`src/rtl/prog_feeder.sv`:
```
// Program store and instruction issuer for control_unit: one run pulse per instruction, mvi immediate follows.
// Latency: start or done edge -> run the next cycle; backpressure: nothing new issues until done (or the watchdog trips).
module prog_feeder #(
    parameter int DATA_W  = 9,
    parameter int ADDR_W  = 5,
    parameter int TIMEOUT = 16
) (
    input  logic              clk,
    input  logic              resetn,
    input  logic              prog_we,
    input  logic [ADDR_W-1:0] prog_addr,
    input  logic [DATA_W-1:0] prog_data,
    input  logic [ADDR_W:0]   prog_len,
    input  logic              start,
    input  logic              abort,
    input  logic              done,
    output logic              run,
    output logic [DATA_W-1:0] din,
    output logic              busy,
    output logic [ADDR_W:0]   pc,
    output logic              fin,
    output logic              err
);
    localparam int DEPTH = 2 ** ADDR_W;
    localparam int WD_W  = $clog2(TIMEOUT + 1);
    localparam logic [WD_W-1:0]  WD_LAST = WD_W'(TIMEOUT - 1);
    localparam logic [WD_W-1:0]  WD_ONE  = WD_W'(1);
    localparam logic [ADDR_W:0]  PC_ONE  = (ADDR_W+1)'(1);
    localparam logic [ADDR_W:0]  PC_TWO  = (ADDR_W+1)'(2);

    typedef enum logic [2:0] {
        S_IDLE  = 3'd0,
        S_ISSUE = 3'd1,
        S_IMM   = 3'd2,
        S_WAIT  = 3'd3,
        S_ERR   = 3'd4
    } state_t;

    state_t              state_q, state_d;
    logic                run_q, run_d;
    logic [DATA_W-1:0]   din_q, din_d;
    logic                busy_q, busy_d;
    logic [ADDR_W:0]     pc_q, pc_d;
    logic                fin_q, fin_d;
    logic                err_q, err_d;
    logic [WD_W-1:0]     wd_q, wd_d;
    logic [ADDR_W:0]     len_q, len_d;

    logic [DATA_W-1:0]   mem [DEPTH];
    logic [ADDR_W-1:0]   rd_addr;
    logic [DATA_W-1:0]   rd_dat;
    logic [ADDR_W:0]     pc_inc1;
    logic [ADDR_W:0]     pc_nxt;
    logic                is_mvi;

    always_ff @(posedge clk) begin
        if (prog_we && !busy_q) begin
            mem[prog_addr] <= prog_data;
        end
    end

    assign pc_inc1 = pc_q + PC_ONE;
    assign pc_nxt  = (state_q == S_IMM) ? (pc_q + PC_TWO) : pc_inc1;
    assign is_mvi  = (din_q[DATA_W-1 -: 3] == 3'b001);

    // One read port, steered to whichever word the next transition may load.
    always_comb begin
        rd_addr = '0;
        case (state_q)
            S_ISSUE:       rd_addr = pc_inc1[ADDR_W-1:0];
            S_IMM, S_WAIT: rd_addr = pc_nxt[ADDR_W-1:0];
            default:       rd_addr = '0;
        endcase
    end

    assign rd_dat = mem[rd_addr];

    always_comb begin
        state_d = state_q;
        run_d   = 1'b0;
        din_d   = din_q;
        pc_d    = pc_q;
        fin_d   = 1'b0;
        wd_d    = wd_q;
        len_d   = len_q;
        unique case (state_q)
            S_IDLE, S_ERR: begin
                if (start) begin
                    pc_d  = '0;
                    len_d = prog_len;
                    wd_d  = '0;
                    if (prog_len == '0) begin
                        state_d = S_IDLE;
                        fin_d   = 1'b1;
                    end else begin
                        state_d = S_ISSUE;
                        run_d   = 1'b1;
                        din_d   = rd_dat;
                    end
                end
            end
            S_ISSUE: begin
                wd_d = '0;
                if (is_mvi) begin
                    if (pc_inc1 >= len_q) begin
                        state_d = S_ERR;
                    end else begin
                        state_d = S_IMM;
                        din_d   = rd_dat;
                    end
                end else begin
                    state_d = S_WAIT;
                end
            end
            S_IMM, S_WAIT: begin
                if (done) begin
                    pc_d = pc_nxt;
                    if (pc_nxt >= len_q) begin
                        state_d = S_IDLE;
                        fin_d   = 1'b1;
                    end else begin
                        state_d = S_ISSUE;
                        run_d   = 1'b1;
                        din_d   = rd_dat;
                    end
                end else if (wd_q == WD_LAST) begin
                    state_d = S_ERR;
                end else begin
                    wd_d = wd_q + WD_ONE;
                end
            end
            default: state_d = S_IDLE;
        endcase
        // Abort overrides everything but leaves pc and din where they were.
        if (abort) begin
            state_d = S_IDLE;
            run_d   = 1'b0;
            din_d   = din_q;
            pc_d    = pc_q;
            fin_d   = 1'b0;
            wd_d    = '0;
        end
        busy_d = (state_d == S_ISSUE) || (state_d == S_IMM) || (state_d == S_WAIT);
        err_d  = (state_d == S_ERR);
    end

    always_ff @(posedge clk or negedge resetn) begin
        if (!resetn) begin
            state_q <= S_IDLE;
            run_q   <= 1'b0;
            din_q   <= '0;
            busy_q  <= 1'b0;
            pc_q    <= '0;
            fin_q   <= 1'b0;
            err_q   <= 1'b0;
            wd_q    <= '0;
            len_q   <= '0;
        end else begin
            state_q <= state_d;
            run_q   <= run_d;
            din_q   <= din_d;
            busy_q  <= busy_d;
            pc_q    <= pc_d;
            fin_q   <= fin_d;
            err_q   <= err_d;
            wd_q    <= wd_d;
            len_q   <= len_d;
        end
    end

    assign run  = run_q;
    assign din  = din_q;
    assign busy = busy_q;
    assign pc   = pc_q;
    assign fin  = fin_q;
    assign err  = err_q;
endmodule
```
`config.mk`:
```
export PLATFORM = sky130hd
export DESIGN_NAME = prog_feeder
export DESIGN_NICKNAME = d
export VERILOG_FILES = /design/src/rtl/prog_feeder.sv
export SDC_FILE = /design/constraint.sdc
export NUM_CORES = 1
export LEC_CHECK = 0
export ABC_AREA = 1
export ABC_CLOCK_PERIOD_IN_PS = 3400
export CORE_MARGIN = 2
export CORE_UTILIZATION = 45
export CTS_CLUSTER_SIZE = 14
export DETAILED_ROUTE_END_ITERATION = 10
export SLEW_MARGIN = 10
export SYNTH_ARGS = -nofsm -noshare
export SYNTH_HDL_FRONTEND = slang
export SYNTH_SLANG_ARGS = --single-unit
```
`constraint.sdc`:
```
create_clock -name clk -period 3.4 [get_ports clk]
set_clock_uncertainty 0.05 [all_clocks]
set_input_delay 1.02 -clock clk [delete_from_list [all_inputs] [get_ports clk]]
set_output_delay 1.02 -clock clk [all_outputs]
set_load 0.02 [all_outputs]
```
* Word level (Yosys, flattened, before mapping)
Memories as Yosys holds them, arrays and structs flattened.
Cells that the tools add are included.
** Cells by class
- Multiplexer cells :: 40
- Equality and inequality tests :: 19
- Bitwise logic cells :: 1
- Order comparisons :: 2
- Reductions and logical operators :: 15
- $add $sub $neg :: 3
** Operators by type and width (number)
- 9-bit 2-to-1 mux :: 6
- 9-bit one-hot mux with 3 select lines :: 1
- 5-bit 2-to-1 mux :: 4
- 3-bit 2-to-1 mux :: 6
- 6-bit 2-to-1 mux :: 3
- 5-bit one-hot mux with 3 select lines :: 1
- 1-bit 2-to-1 mux :: 14
- 3-bit by 2-bit equality test with 1-bit output (second input constant) :: 4
- 6-bit greater-or-equal comparator :: 2
- 2-bit != test (second input constant) :: 6
- 6-bit one-hot mux with 2 select lines :: 1
- 5-bit one-hot mux with 2 select lines :: 1
- 3-bit by 1-bit equality test with 1-bit output (second input constant) :: 3
- 3-bit != test (second input constant) :: 3
- 3-bit one-hot mux with 3 select lines :: 1
- 4-bit AND reduction :: 2
- 8-bit AND reduction :: 1
- 6-bit by 1-bit adder with 6-bit output (second input constant) :: 1
- 6-bit by 2-bit adder with 6-bit output (second input constant) :: 1
- 3-bit equality test (second input constant) :: 2
- 6-bit logical NOT :: 1
- 5-bit by 1-bit adder with 5-bit output (second input constant) :: 1
- 5-bit by 4-bit equality test with 1-bit output (second input constant) :: 1
- 1-bit one-hot mux with 2 select lines :: 2
- 10 further kinds :: 12
** Storage, ports and cells
- Bits of input ports :: 26
- Logic and storage cells :: 90
- Bits in writable memories :: 288
- Register bits :: 33
- Memories kept :: 1
- Output and inout bits :: 19
** Memory list
- mem :: words 32, bits a word 9, rd ports 1, clocked after memory_dff 0, wr ports 1, line 49 : logic [DATA_W-1:0] mem [DEPTH];

* Longest topological paths before layout
- Depth after elaboration :: 10
- Depth in mapped cells :: 17
- Depth with buffers taken out :: 17

* Least setup slack after synthesis
OpenSTA, ideal clock, no wires.
- Path kind :: reg2reg
- Start point :: reg pc_q[0], in the netlist pc[0]
- End point :: reg din_q[0], in the netlist din[0]
- Period minus slack after synthesis :: 2.713 ns
- Stages on the path, launching flop included :: 16
- Library setup time :: 0.119 ns
- Slack :: 0.687 ns
- Required time :: 3.231 ns
- Path buffers :: 0
- Arrival time :: 2.544 ns
- Path through :: dfrtp_1 > ha_1 > nand3_1 > xor2_1 > nand2_1 > o21ai_0 > ha_1 > nand2_1 > inv_1 > nand3_1 > o2111ai_1 > nand2_1 > nand3_1 > clkinv_1 > nand3_1 > nand2_1
** Between the ends
- Word-level cells in the longest chain between the ends :: 7
- Elaborated cells between the ends (all ways) :: 17
- Classes of those cells :: 2 x add/sub; 2 x order compare; 2 x eq/ne; 9 x mux; 1 x reduce/logical; 1 x memory
** RTL lines
- start: declaration :: line 43 : logic [ADDR_W:0] pc_q, pc_d;
- start signal: assignment :: line 163 : pc_q <= pc_d;
- 6-bit by 1-bit adder with 6-bit output or 6-bit by 2-bit adder with 6-bit output (tied branches) :: line 62, 63
- 6-bit 2-to-1 mux :: line 63 : assign pc_nxt = (state_q == S_IMM) ? (pc_q + PC_TWO) : pc_inc1;
- 5-bit one-hot mux with 2 select lines :: line 69 : case (state_q)
- memory 32 x 9 bit
- 9-bit 2-to-1 mux, on equally long branches :: line 118, 105, 92
- 9-bit 2-to-1 mux, on equally long branches :: line 116, 104, 88
- 9-bit one-hot mux with 3 select lines :: line 86 : unique case (state_q)
- end signal: assignment :: line 161 : din_q <= din_d;
- end: declaration :: line 41 : logic [DATA_W-1:0] din_q, din_d;
Several ways; a longest one is shown, not always the timed one. The select of a mux whose other input is x is not followed.
A chain may end at the register's enable or synchronous reset.

* Final worst setup path
- Start point :: reg pc_q[0], in the netlist pc[0]
- End point :: reg din_q[7], in the netlist din[7]
Same word-level chain as after synthesis.

==> run summary <==
worst hold-check path type -> register to register
register area share after synthesis -> 65.6%
max frequency -> 0.330 GHz
post-route ant nets -> 0
Yosys warning count -> 0
CP peak stage delay -> 0.52 ns
post-CTS setup buffer count -> 0
Post-CTS Resized -> 0
MaxCap Viol Count -> 0
Worst Max-Slew Pin Slew -> 0.863 ns
unrepaired setup endpoints after global routing -> no
critical path fanouts, max -> 9
Port-buffer cells -> 44
Via density -> 5.44
fin crit share -> 89.2%
n_diodes -> 0
detailed placer's ending HPWL -> 23000 µm
die width -> 183 µm
Clock Sinks -> 321
CTS tree -> done
Worst setup EP type -> register
ratio of cells with drive above 1 in the final layout -> 8.48%
final core occ -> 52.9%
Core Region -> 0.0316 mm²
synthesized area per cell -> 10.2 µm²
CTS root buffer -> clkbuf_16
DRT Pass-1 Iters -> 7
post-synth top area cell -> edfxtp_1
fill cell count -> 2847
Final nets -> 1537
vias in the first global route -> 10.1k
routed wire length -> 38100 µm
first-pass GRT wire length -> 58200 µm
worst-case headroom to the max-slew limit -> 42.5%
post-synthesis cell area -> 0.0144 mm²
critical path arrival -> 3.38 ns
Skew-Pair Late Insertion Delay -> 0.52 ns
wire per inst -> 19.8 µm
CP Launch Type -> register
DRC -> 0
count of different cell masters after synthesis -> 33
GRT Total Usage -> 23.2%
grt ovf -> 0
Die H -> 183 µm
pin count of the biggest net entering global routing -> 100
power density over cell area -> 660 mW/mm²
Critical Path RT -> 3.75 ns
initial antenna violation count -> 0
DR iter-0 viols -> 1152
Leakage -> 6.87 nW
CP cell instances -> ha_1, nand3_1, xor2_1, nand2_1, o21ai_0, ha_1, nand2_1, inv_1, nand3_1, o2111ai_1, nand2_1, nand3_1, clkinv_1, nand3_1, nand2_1
Mapped Nets -> 1462
VDD IR max -> 0.000443 V
Final Slew Violations -> 0
Top delay family on crit path -> simple AND/OR/NAND/NOR gates
die area -> 0.0335 mm²
row count -> 65
Synth area leaders -> edfxtp_1, nand3_1, nand2_1, dfrtp_1, inv_1
Clock transition at path regs -> 0.06 ns
post-synth top area share -> 59.9%
CTS Hold Bufs -> 0
Setup TNS -> 0 ns
R2R setup slack -> 0.37 ns
post-synthesis cell count -> 1420
vias -> 10.5k
Setup-failing EPs final -> 0
IO Pins -> 45
critical path type -> register to register
Synth-to-Final Area Change -> 15.6%
run status -> complete, no violations
Initial Utilization -> 45.7%
Bufs on Longest Clock Path -> 3
slowest CP cell -> dfrtp_1
Final Hold Viols -> 0
worst path buffer plus inverter count -> 2
RePlAce Congestion -> 0.911
Synth Register Bits -> 321
# H-tree levels -> 2
clock period minus final worst setup slack -> 3.03 ns
number of buffers created by CTS -> 36
-- cell families (layout without fill, tap and decap cells) --
group	after synthesis	count (layout)	share of synthesized area, %
AOI/OAI and AO/OA	36	36	1.50
and+or+nand+nor	826	826	24.8
xor gates and xnor gates	6	6	0.364
buffers and inverters	215	317	6.26
adders and majority gates	16	16	1.39
DFF	321	321	65.6
-- cells in the mapped netlist (all sizes together) --
cell     number
a32o          1
nand4         2
nand2       419
nor4          1
nor3          3
o211ai        2
xor2          6
nor3b         1
a31oi         2
o21ai        17
o2111ai       2
dfrtp        33
o22ai         4
ha           16
nand3       350
clkbuf       27
a32oi         1
and2          1
edfxtp      288
nor2         49
inv         142
clkinv        3
buf          43
a21oi         7
-- metrics by stage --
stage / area [µm²] / instances / setup WS, ns / hold WS [ns] / total power [mW]
4_1_cts: 16700 / 1924 / 0.407 / 0.446 / 11.1
2_1_floorplan: 14400 / 1420 / 0.687 / 0.418 / 6.44
3_3_place_gp: 15600 / 1859 / 0.543 / 0.432 / 7.34
6_report: 16700 / 1924 / 0.367 / 0.451 / 11.0
3_5_place_dp: 15600 / 1859 / 0.478 / 0.437 / 7.36
5_1_grt: 16700 / 1924 / 0.0736 / 0.470 / 11.6
-- cell type report --
type | count | area, µm² | share of cell area (%)
flip-flops and latches | 321 | 9470 | 56.8
multi-input cells | 884 | 4080 | 24.4
clock buffers | 46 | 970 | 5.81
repair buffers | 107 | 963 | 5.77
inverters | 145 | 544 | 3.26
well taps | 402 | 503 | 3.01
clock inverters | 19 | 154 | 0.922
-- sequential cells by signal, indices dropped and copies added, names as in the netlist --
signal and flops:
mem 288, din 9, len_q 6, pc 6
wd_q 5, state_q 3, busy 1, err 1
fin 1, run 1
-- per-layer routing --
metal / share of wire (%) / global-route usage [%] / vias to the layer above
li1: - / - / 4967
met1: 44 / 33.0 / 4986
met2: 46 / 36.7 / 427
met3: 7.6 / 3.63 / 85
met4: 3.1 / 7.49 / 0
met5: 0 / 0 / -
-- layout by cell type (no fill, tap or decap), drive strengths merged, types with 2 or more instances in the layout --
cell / count
o211ai: 2
buf: 63
nand2: 419
clkinvlp: 2
nor3: 3
o2111ai: 2
nand4: 2
clkdlybuf4s50: 44
a21oi: 7
o21ai: 17
ha: 16
nand3: 350
o22ai: 4
dfrtp: 33
xor2: 6
clkbuf: 46
bufinv: 2
inv: 144
edfxtp: 288
nor2: 49
a31oi: 2
clkinv: 16
-- path summary, 6_finish.rpt --
path,from,to,depth (start not counted)
max in group asynchronous,resetn,wd_q[3],2
worst min-delay path,din[5],din[5],2
worst max register to register,pc[0],din[7],15
min in group asynchronous,resetn,pc[3],2
worst max-delay path,pc[0],din[7],15
worst min register to register,din[5],din[5],2
-- power by group --
group	switching [mW]	leakage (nW)	internal (mW)
clock	1.55	0.547	2.18
combinational	1.91	3.30	0.876
sequential	0.0872	3.02	4.43
-- worst reg2reg max path, delay by kind of cell (launching register included) --
family / cells / cell delay (ns)
fa+ha+maj: 2 / 0.56
xor+xnor: 1 / 0.20
flops: 1 / 0.52
simple gates: 8 / 0.81
buf+inv: 2 / 0.33
compound gates: 2 / 0.45
No activity file was read; power rests on OpenSTA's default activity.
